<file path="src/rtl/ex_hazard_ctrl_if.sv">
// Execute-stage sequencing bus: pipeline status in, stall/kill/select and
// performance counters out.
interface ex_hazard_ctrl_if #(
  parameter int unsigned STALL_CNT_W = 32,
  parameter int unsigned FLUSH_CNT_W = 16
);
  logic                   id_valid;
  logic [4:0]             id_rs1;
  logic [4:0]             id_rs2;
  logic                   id_uses_rs1;
  logic                   id_uses_rs2;
  logic                   ex_valid;
  logic                   ex_is_load;
  logic [4:0]             ex_rd;
  logic                   ex_regWrite;
  logic                   ex_regWriteDouble;
  logic                   ex_mux_sel;
  logic                   ex_annul;
  logic                   mem_ready;
  logic                   perf_clr;
  logic                   if_stall;
  logic                   id_stall;
  logic                   ex_stall;
  logic                   if_kill;
  logic                   id_kill;
  logic                   pc_sel;
  logic [STALL_CNT_W-1:0] stall_cycles;
  logic [FLUSH_CNT_W-1:0] redirect_count;

  // Pipeline side: presents instruction status, consumes control.
  modport master (
    output id_valid, id_rs1, id_rs2, id_uses_rs1, id_uses_rs2,
           ex_valid, ex_is_load, ex_rd, ex_regWrite, ex_regWriteDouble,
           ex_mux_sel, ex_annul, mem_ready, perf_clr,
    input  if_stall, id_stall, ex_stall, if_kill, id_kill, pc_sel,
           stall_cycles, redirect_count
  );

  // Controller side.
  modport slave (
    input  id_valid, id_rs1, id_rs2, id_uses_rs1, id_uses_rs2,
           ex_valid, ex_is_load, ex_rd, ex_regWrite, ex_regWriteDouble,
           ex_mux_sel, ex_annul, mem_ready, perf_clr,
    output if_stall, id_stall, ex_stall, if_kill, id_kill, pc_sel,
           stall_cycles, redirect_count
  );
endinterface

</file>
<file path="src/rtl/ex_hazard_ctrl.sv">
// Execute-stage pipeline sequencing: load-use interlock, branch redirect with
// delay-slot annul, memory back-pressure, and two saturating perf counters.
module ex_hazard_ctrl #(
  parameter int unsigned LOAD_USE_CYCLES = 1,
  parameter int unsigned STALL_CNT_W     = 32,
  parameter int unsigned FLUSH_CNT_W     = 16
) (
  input  logic              clk,
  input  logic              reset,
  ex_hazard_ctrl_if.slave   bus
);

  typedef enum logic [1:0] {RUN, LDUSE, MEMWAIT} state_t;

  state_t                 state;
  logic [2:0]             cnt;
  logic                   ret_ldu;
  logic [STALL_CNT_W-1:0] stall_cnt;
  logic [FLUSH_CNT_W-1:0] redir_cnt;

  logic match_rs1, match_rs2, hz, redirect, untaken_annul, in_ldu;
  logic hold_if, hold_id, hold_ex, kill_if, kill_id, take_pc;

  // Hazard detection and event decode for the instruction pair in ID/EX.
  always_comb begin
    match_rs1     = (bus.id_rs1 == bus.ex_rd) ||
                    (bus.ex_regWriteDouble && bus.id_rs1 == {bus.ex_rd[4:1], 1'b1});
    match_rs2     = (bus.id_rs2 == bus.ex_rd) ||
                    (bus.ex_regWriteDouble && bus.id_rs2 == {bus.ex_rd[4:1], 1'b1});
    hz            = bus.ex_valid && bus.ex_is_load && bus.ex_regWrite && bus.id_valid &&
                    (bus.ex_rd != 5'd0) &&
                    ((bus.id_uses_rs1 && match_rs1) || (bus.id_uses_rs2 && match_rs2));
    redirect      = bus.ex_valid && bus.ex_mux_sel;
    untaken_annul = bus.ex_valid && bus.ex_annul && !bus.ex_mux_sel;
    // A memory wait entered from LDUSE resumes the bubble sequence.
    in_ldu        = (state == LDUSE) || (state == MEMWAIT && ret_ldu);
  end

  // Combinational stall/kill/select in priority order; all quiet under reset.
  always_comb begin
    hold_if = 1'b0;
    hold_id = 1'b0;
    hold_ex = 1'b0;
    kill_if = 1'b0;
    kill_id = 1'b0;
    take_pc = 1'b0;
    if (!reset) begin
      if (!bus.mem_ready) begin
        hold_if = 1'b1;
        hold_id = 1'b1;
        hold_ex = 1'b1;
      end else if (in_ldu) begin
        hold_if = 1'b1;
        hold_id = 1'b1;
        kill_id = 1'b1;
      end else if (redirect) begin
        take_pc = 1'b1;
        kill_if = 1'b1;
        kill_id = bus.ex_annul;
      end else if (untaken_annul) begin
        kill_id = 1'b1;
      end else if (hz) begin
        hold_if = 1'b1;
        hold_id = 1'b1;
        kill_id = 1'b1;
      end
    end
  end

  assign bus.if_stall       = hold_if;
  assign bus.id_stall       = hold_id;
  assign bus.ex_stall       = hold_ex;
  assign bus.if_kill        = kill_if;
  assign bus.id_kill        = kill_id;
  assign bus.pc_sel         = take_pc;
  assign bus.stall_cycles   = stall_cnt;
  assign bus.redirect_count = redir_cnt;

  // Sequencer: bubble count-down, frozen across memory waits.
  always_ff @(posedge clk or posedge reset) begin
    if (reset) begin
      state   <= RUN;
      cnt     <= '0;
      ret_ldu <= 1'b0;
    end else if (!bus.mem_ready) begin
      state   <= MEMWAIT;
      // Keep the LDUSE return across back-to-back wait cycles, otherwise a
      // multi-cycle wait would drop the remaining bubbles.
      ret_ldu <= in_ldu;
    end else if (in_ldu) begin
      ret_ldu <= 1'b0;
      if (cnt > 3'd1) begin
        cnt   <= cnt - 3'd1;
        state <= LDUSE;
      end else begin
        state <= RUN;
      end
    end else begin
      ret_ldu <= 1'b0;
      if (!redirect && !untaken_annul && hz && LOAD_USE_CYCLES > 1) begin
        cnt   <= 3'(LOAD_USE_CYCLES - 1);
        state <= LDUSE;
      end else begin
        state <= RUN;
      end
    end
  end

  // Saturating performance counters; clear wins over increment.
  always_ff @(posedge clk or posedge reset) begin
    if (reset) begin
      stall_cnt <= '0;
      redir_cnt <= '0;
    end else if (bus.perf_clr) begin
      stall_cnt <= '0;
      redir_cnt <= '0;
    end else begin
      if (hold_id && stall_cnt != '1) stall_cnt <= stall_cnt + STALL_CNT_W'(1);
      if (take_pc && redir_cnt != '1) redir_cnt <= redir_cnt + FLUSH_CNT_W'(1);
    end
  end

endmodule
</file>
<file path="src/flat_wrapper.sv">
// flat-port wrapper written by rule: the top's interface ports become plain ports
module ex_hazard_ctrl_flat 
#(
  parameter int unsigned LOAD_USE_CYCLES = 1,
  parameter int unsigned STALL_CNT_W     = 32,
  parameter int unsigned FLUSH_CNT_W     = 16
)
  (clk, reset, bus_id_valid, bus_id_rs1, bus_id_rs2, bus_id_uses_rs1, bus_id_uses_rs2, bus_ex_valid, bus_ex_is_load, bus_ex_rd, bus_ex_regWrite, bus_ex_regWriteDouble, bus_ex_mux_sel, bus_ex_annul, bus_mem_ready, bus_perf_clr, bus_if_stall, bus_id_stall, bus_ex_stall, bus_if_kill, bus_id_kill, bus_pc_sel, bus_stall_cycles, bus_redirect_count);
  ex_hazard_ctrl_if #(.STALL_CNT_W(STALL_CNT_W), .FLUSH_CNT_W(FLUSH_CNT_W)) bus_i ();
  input  logic clk;
  input  logic reset;
  input wire logic [$bits(bus_i.id_valid)-1:0] bus_id_valid;
  input wire logic [$bits(bus_i.id_rs1)-1:0] bus_id_rs1;
  input wire logic [$bits(bus_i.id_rs2)-1:0] bus_id_rs2;
  input wire logic [$bits(bus_i.id_uses_rs1)-1:0] bus_id_uses_rs1;
  input wire logic [$bits(bus_i.id_uses_rs2)-1:0] bus_id_uses_rs2;
  input wire logic [$bits(bus_i.ex_valid)-1:0] bus_ex_valid;
  input wire logic [$bits(bus_i.ex_is_load)-1:0] bus_ex_is_load;
  input wire logic [$bits(bus_i.ex_rd)-1:0] bus_ex_rd;
  input wire logic [$bits(bus_i.ex_regWrite)-1:0] bus_ex_regWrite;
  input wire logic [$bits(bus_i.ex_regWriteDouble)-1:0] bus_ex_regWriteDouble;
  input wire logic [$bits(bus_i.ex_mux_sel)-1:0] bus_ex_mux_sel;
  input wire logic [$bits(bus_i.ex_annul)-1:0] bus_ex_annul;
  input wire logic [$bits(bus_i.mem_ready)-1:0] bus_mem_ready;
  input wire logic [$bits(bus_i.perf_clr)-1:0] bus_perf_clr;
  output wire logic [$bits(bus_i.if_stall)-1:0] bus_if_stall;
  output wire logic [$bits(bus_i.id_stall)-1:0] bus_id_stall;
  output wire logic [$bits(bus_i.ex_stall)-1:0] bus_ex_stall;
  output wire logic [$bits(bus_i.if_kill)-1:0] bus_if_kill;
  output wire logic [$bits(bus_i.id_kill)-1:0] bus_id_kill;
  output wire logic [$bits(bus_i.pc_sel)-1:0] bus_pc_sel;
  output wire logic [$bits(bus_i.stall_cycles)-1:0] bus_stall_cycles;
  output wire logic [$bits(bus_i.redirect_count)-1:0] bus_redirect_count;
  assign bus_i.id_valid = bus_id_valid;
  assign bus_i.id_rs1 = bus_id_rs1;
  assign bus_i.id_rs2 = bus_id_rs2;
  assign bus_i.id_uses_rs1 = bus_id_uses_rs1;
  assign bus_i.id_uses_rs2 = bus_id_uses_rs2;
  assign bus_i.ex_valid = bus_ex_valid;
  assign bus_i.ex_is_load = bus_ex_is_load;
  assign bus_i.ex_rd = bus_ex_rd;
  assign bus_i.ex_regWrite = bus_ex_regWrite;
  assign bus_i.ex_regWriteDouble = bus_ex_regWriteDouble;
  assign bus_i.ex_mux_sel = bus_ex_mux_sel;
  assign bus_i.ex_annul = bus_ex_annul;
  assign bus_i.mem_ready = bus_mem_ready;
  assign bus_i.perf_clr = bus_perf_clr;
  assign bus_if_stall = bus_i.if_stall;
  assign bus_id_stall = bus_i.id_stall;
  assign bus_ex_stall = bus_i.ex_stall;
  assign bus_if_kill = bus_i.if_kill;
  assign bus_id_kill = bus_i.id_kill;
  assign bus_pc_sel = bus_i.pc_sel;
  assign bus_stall_cycles = bus_i.stall_cycles;
  assign bus_redirect_count = bus_i.redirect_count;
  ex_hazard_ctrl #(.LOAD_USE_CYCLES(LOAD_USE_CYCLES), .STALL_CNT_W(STALL_CNT_W), .FLUSH_CNT_W(FLUSH_CNT_W)) u_core (.clk(clk), .reset(reset), .bus(bus_i));
endmodule
</file>
<file path="config.mk">
export PLATFORM = sky130hd
export DESIGN_NAME = ex_hazard_ctrl_flat
export DESIGN_NICKNAME = d
export VERILOG_FILES = /design/src/rtl/ex_hazard_ctrl_if.sv /design/src/rtl/ex_hazard_ctrl.sv /design/src/flat_wrapper.sv
export SDC_FILE = /design/constraint.sdc
export NUM_CORES = 1
export LEC_CHECK = 0
export CORE_UTILIZATION = 40
export DETAILED_ROUTE_END_ITERATION = 10
export GPL_TIMING_DRIVEN = 0
export PLACE_DENSITY = 0.68
export SKIP_CTS_REPAIR_TIMING = 1
export SYNTH_ARGS = -nofsm -noshare
export SYNTH_HDL_FRONTEND = slang
export SYNTH_SLANG_ARGS = --single-unit
</file>
<file path="constraint.sdc">
create_clock -name clk -period 5.6 [get_ports clk]
set_input_delay 0.56 -clock clk [delete_from_list [all_inputs] [get_ports clk]]
set_output_delay 0.56 -clock clk [all_outputs]
set_load 0.005 [all_outputs]
</file>
==> results.md, run 1 <==
- Status: finished, final reports clean
- Max Cap Viol: 0
- Worst hold stages: 1
- Setup repair after global routing missed its margin: false
- DIE HEIGHT: 89.0 µm
- Synth top area share: 0.446
- # fillers: 716
- Htree depth: 2
- Top cell family by delay on the critical path: buffers and inverters
- Clk Latency, worst-skew pair: 0.31 ns
- Finished Layout Cells: 529
- Placed Cells: 521
- Post-DRT Antenna Nets: 0
- Highest-count cells in the layout ignoring fill and taps: clkdlybuf4s50_1, dfrtp_1, nor2_1
- Ports: 82
- Hold Crit Class: reg2reg
- EDFF count, synth: 0
- CP cell instances: clkdlybuf4s50_1 -> xor2_1 -> a2111o_1 -> nor3_2 -> o2111a_2 -> o21ai_0 -> inv_1 -> buf_4 -> clkdlybuf4s50_1
- Post-synthesis cell count: 340
- Final Cycle Share: 0.620
- Initial antenna violation count: 0
- PwrDens: 177 mW/mm²
- Reg2reg end: u_core.bus.stall_cycles[27]
- Register area share after synthesis: 0.446
- DR vias: 2869
- Avg WL per Cell: 14.0 µm
- Yosys top cell by area: dfrtp_1
- Core outline area: 0.00729 mm²
- Initial core utilization: 0.415
- Clk buf depth: 2
- Commonest non-fill, non-tap cell in the layout: clkdlybuf4s50_1
- Post-layout min period: 3.47 ns
- Global-route wire length before repair: 12400 µm
- Startpoint Class: primary input
- RR Startpoint: u_core.bus.stall_cycles[0]
- Final Max Tran Viols: 0
- DRC viols: 0
- Post-synth ARST share: 1.00
- CP max FO: 3
- Syn_nets: 372
- Hold Startpoint: u_core.cnt[2]
- Multi-input logic area: 0.00155 mm²
- CTS buffer count: 5
- Synth Warn #: 0
- CTS tree: done
- Leading post-synthesis cells by cell area: dfrtp_1, a21oi_1, nor2_1
- Hold EP: u_core.cnt[2]
- P&R area growth vs syn: 35.0%
- CTS Sinks: 54
- Clock transition at the registers of the reported paths: 0.09 ns
- Fmax: 288 MHz
- Die W: 89.0 µm
- Proportion of layout cells with a drive suffix above 1: 0.0512
- CP most frequent cell: clkdlybuf4s50_1
- Final Net Count: 461
- Final setup viols: 0
- WP depth: 9
- Largest net degree at the start of global routing: 37
- Seq cells post-synth: 54
- Slowest CP cell: clkdlybuf4s50_1
- Die area: 0.00792 mm²
- Pleak: 1.53 nW
- Predominant post-synthesis flop cell: dfrtp_1
- Critical path required time: 5.04 ns
- Synthesized area per cell: 8.91 µm²
- Worst Path Class, Setup: in2out
- Synthesized area: 0.00303 mm²
- Initial DRT Pass Iterations: 4
- Vias in the first global route: 2672
- Crit. End Element: output pin
- Routability Congestion: 0.827
- Crit path DAT: 2.91 ns
- Iter 0 DRT Violations: 204
- Via-to-Cell Ratio: 5.42
- DP HPWL: 5470 µm
- Sequential cell area: 0.00135 mm²
- Drt total wl: 7430 µm
- Final hold violation count: 0
- Row cnt: 31
- CP peak stage delay: 0.48 ns
- CP Buf/Inv Count: 4
- Measured slew at the worst slew-check pin: 0.571 ns
- Max VDD drop: 83.7 µV
- Grt ovf: 0
- Layout Skew: 0.0154 ns
- Port bufs: 81
- Slew headroom: 0.617
- Yosys cell types: 44
- Clk root buf: clkbuf_8
- Worst r2r path cells: 10
- TNS Setup: 0 ns
- Global Route Usage Sum: 0.199
- N_diodes: 0
- FF-to-FF setup slack: 3.08 ns
[worst register-to-register path, stage by stage (launching register included)]
cell	delay (ns)
dfrtp_1	0.45
ha_1	0.26
and2_1	0.14
buf_2	0.17
and4_1	0.24
nand3_1	0.17
o211ai_4	0.13
buf_6	0.18
buf_2	0.19
o41ai_1	0.34
a21oi_1	0.11
[synthesized netlist by cell type, types with 2 or more instances]
cell,n
a21oi_1,31
and2_1,4
and3_1,7
buf_2,4
buf_4,2
clkbuf_1,9
dfrtp_1,54
ha_1,4
inv_1,11
mux2_2,2
mux2i_1,2
nand2_1,27
nand3_1,17
nand4_1,16
nor2_1,37
nor2b_1,2
nor3_1,4
nor4_1,3
o211ai_1,2
o21ai_0,22
o31ai_1,9
or3_1,18
or4_1,9
or4b_1,2
xnor2_1,12
xor2_1,12
[stage by stage]
stage / area [µm²] / power [mW] / worst slack, ns / utilization / hold WS [ns]
CTS: 4090 / 0.730 / 2.10 / 0.561 / 0.502
floorplan: 3030 / 0.431 / 2.72 / - / 0.440
global route: 4090 / 0.752 / 1.97 / 0.561 / 0.525
finish: 4090 / 0.724 / 2.13 / 0.561 / 0.503
detailed placement: 3980 / 0.470 / 2.12 / 0.546 / 0.486
global placement: 3960 / 0.469 / 0.898 / 0.543 / 0.457
[kinds of logic (layout without fill, tap and decap cells)]
family | after synthesis | in the layout | synth area share
simple gates | 151 | 151 | 0.260
flops | 54 | 54 | 0.446
buf+inv | 28 | 118 | 0.0413
compound gates | 75 | 75 | 0.152
xor+xnor | 24 | 24 | 0.0694
mux | 4 | 4 | 0.0140
fa+ha+maj | 4 | 4 | 0.0165
[layer usage]
layer  routed length [µm]  global-route usage  vias up
li1                     -                   -     1404
met5                    0                   0        -
met3                  445              0.0369        9
met2                 3500               0.321       80
met4                   91              0.0664        0
met1                 3390               0.271     1376
[cell type report]
| cell class | count | share of cell area |
|---|---|---|
| flip-flops and latches | 54 | 0.330 |
| multi-input cells | 258 | 0.379 |
| well taps | 99 | 0.0303 |
| repair buffers | 82 | 0.203 |
| plain buffers | 17 | 0.0205 |
| clock inverters | 1 | 0.00734 |
| inverters | 11 | 0.0101 |
| clock buffers | 7 | 0.0187 |
[how the worst max path moves through the flow]
| stage | endpoint | slack, ns | start |
|---|---|---|---|
| floorplan | bus_if_stall | 2.72 | reset |
| global placement | bus_if_stall | 0.90 | reset |
| detailed placement | bus_if_stall | 2.12 | bus_ex_rd[2] |
| CTS | bus_if_stall | 2.10 | bus_ex_rd[2] |
| global route | bus_if_stall | 1.97 | bus_ex_rd[2] |
| finish | bus_if_stall | 2.13 | bus_ex_rd[2] |
[flip-flops by register name, indices dropped and copies added (netlist names)]
signal,flops
u_core.state,2
u_core.cnt,3
u_core.ret_ldu,1
u_core.bus.redirect_count,16
u_core.bus.stall_cycles,32
[where the power goes]
part	internal [mW]	total (mW)	switching [mW]	leakage (nW)
clock network	0.134	0.262	0.128	0.0524
logic	0.0338	0.0685	0.0346	0.735
registers	0.391	0.393	0.00196	0.746
No activity file was read; power rests on OpenSTA's default activity.
==> run 2: changes to the inputs <==
PLACE_DENSITY = 0.71   (was 0.68)
clock period = 3 ns   (was 5.6 ns; I/O delays follow)
==> run 2 against run 1 <==
Effect of this change: sequential power increased by 87%; final area increased by 0.12%; clock-buffer cell count unchanged; first-iteration DRC count decreased by 2.5%; sequential share of layout area about the same; worst setup slack got worse by 2.0 ns; flip-flop and latch count unchanged; via count increased by 0.59%; highest routed layer unchanged.
==> results.md, run 2 (synthesis gave the netlist of run 1 again) <==
- Status: finished, final reports clean
- Crit path DAT: 2.56 ns
- Max VDD drop: 164 µV
- Max Cap Viol: 0
- Final hold violation count: 0
- Global Route Usage Sum: 0.203
- Vias in the first global route: 2684
- Die W: 89.0 µm
- Highest-count cells in the layout ignoring fill and taps: clkdlybuf4s50_1, dfrtp_1, nor2_1
- DP HPWL: 5630 µm
- Die area: 0.00792 mm²
- Initial antenna violation count: 0
- Commonest non-fill, non-tap cell in the layout: clkdlybuf4s50_1
- DRC viols: 0
- CP max FO: 2
- CTS buffer count: 5
- Layout Skew: 0.00946 ns
- Routability Congestion: 0.825
- DP Area: 0.00398 mm²
- Clock transition at the registers of the reported paths: 0.09 ns
- P&R area growth vs syn: 35.2%
- DIE HEIGHT: 89.0 µm
- CP most frequent cell: clkdlybuf4s50_1
- Pleak: 1.56 nW
- Iter 0 DRT Violations: 199
- Crit. End Element: output pin
- Final Net Count: 463
- Fmax: 350 MHz
- PwrDens: 315 mW/mm²
- CTS Sinks: 54
- CTS tree: done
- Core outline area: 0.00729 mm²
- Global-route wire length before repair: 12500 µm
- Htree depth: 2
- CP Launch Point: bus_id_rs2[2]
- Drt total wl: 7740 µm
- Proportion of layout cells with a drive suffix above 1: 0.0579
- Largest net degree at the start of global routing: 36
- Util after Layout: 0.561
- Post-layout min period: 2.86 ns
- PnR Total Power: 1.29 mW
- Slew headroom: 0.607
- Grt ovf: 0
- CP peak stage delay: 0.48 ns
- Critical path required time: 2.70 ns
- Row cnt: 31
- Initial core utilization: 0.415
- N_diodes: 0
- Via-to-Cell Ratio: 5.44
- CP cell instances: clkdlybuf4s50_1 -> xor2_1 -> a2111o_1 -> nor3_2 -> o2111a_2 -> o21ai_0 -> inv_1 -> buf_4 -> clkdlybuf4s50_1
- Clk Latency, worst-skew pair: 0.31 ns
- RR Startpoint: u_core.bus.stall_cycles[0]
- Startpoint Class: primary input
- Worst Path Class, Setup: in2out
- DR vias: 2886
- Hold Crit Class: in2async
- Worst r2r path cells: 10
- Clk buf depth: 2
- Ports: 82
- Design area: 0.00409 mm²
- Initial DRT Pass Iterations: 4
- Avg WL per Cell: 14.6 µm
- Slowest CP cell: clkdlybuf4s50_1
- Final Max Tran Viols: 0
- Reg2reg end: u_core.bus.stall_cycles[1]
- Post-DRT Antenna Nets: 0
- Setup repair after global routing missed its margin: false
- Port bufs: 81
- Final Cycle Share: 0.954
- Measured slew at the worst slew-check pin: 0.586 ns
- Final setup viols: 0
- Clk root buf: clkbuf_8
- Crit path capture: bus_if_stall
- FF-to-FF setup slack: 0.49 ns
- Largest register FFs: 32
==> run 2: layer usage <==
metal  up-vias  track usage  routed length (µm)
met5         -            0                   0
met4         0       0.0606                  89
met3         9       0.0416                 407
met2        71        0.344                3760
met1      1396        0.265                3480
li1       1410            -                   -
==> run 2: area by class of cell <==
cell class / instances / area [µm²]
multi-input combinational: 258 / 1550
timing repair buffer: 84 / 851
sequential: 54 / 1350
clock inverter: 1 / 5.00
tap: 99 / 124
buffer: 17 / 83.8
clock buffer: 7 / 86.3
fill: 688 / 3200
inverter: 11 / 41.3
==> run 2: worst max-delay path: cells and delay by family <==
kind                      cells  cell delay (ns)
AOI/OAI and AO/OA             3             0.75
xor gates and xnor gates      1             0.15
buffers and inverters         4             1.13
and+or+nand+nor               1             0.22
==> run 2: power breakdown <==
part           internal [mW]  total [mW]  switching (mW)
registers              0.730       0.734         0.00391
logic                 0.0631       0.130          0.0666
clock network          0.187       0.427           0.240
==> run 2: how the worst min path moves through the flow <==
stage	startpoint	endpoint	slack, ns	cells past startpoint
6_report	reset	u_core.ret_ldu	0.38	2
5_1_grt	reset	u_core.state[1]	0.43	2
4_1_cts	reset	u_core.bus.redirect_count[10]	0.39	2
3_5_place_dp	u_core.cnt[2]	u_core.cnt[2]	0.47	1
3_3_place_gp	u_core.cnt[2]	u_core.cnt[2]	0.46	1
2_1_floorplan	bus_mem_ready	u_core.state[1]	0.36	1
==> run 2: stage by stage <==
step	setup TNS, ns	setup slack [ns]	std cells	hold slack [ns]
3_3_place_gp	-21.71	-1.11	520	0.456
4_1_cts	0	0.0496	529	0.388
2_1_floorplan	0	0.398	340	0.359
5_1_grt	0	0.0242	531	0.430
3_5_place_dp	0	0.0465	521	0.468
6_report	0	0.139	531	0.384
==> run 3: changes to the inputs <==
ABC_CLOCK_PERIOD_IN_PS = 3300   (was not set)
HOLD_SLACK_MARGIN = 0.12   (was not set)
PLACE_DENSITY = 0.68   (was 0.71)
clock period = 3.3 ns   (was 3 ns; I/O delays follow)
==> results of run 3 <==
Same layout as run 1 (identical final DEF). Status: finished, final reports clean.
Main changes from that run: setup slack after placement 2.12 ns -> 0.280 ns; clock-pin slew on the worst setup and hold paths 0.09 ns -> 0.10 ns; setup slack after layout 2.13 ns -> 0.289 ns; hold slack 0.503 ns -> 0.409 ns; register-to-register setup slack 3.08 ns -> 0.78 ns; total power 0.724 mW -> 1.23 mW; worst IR drop on VDD 83.7 µV -> 142 µV
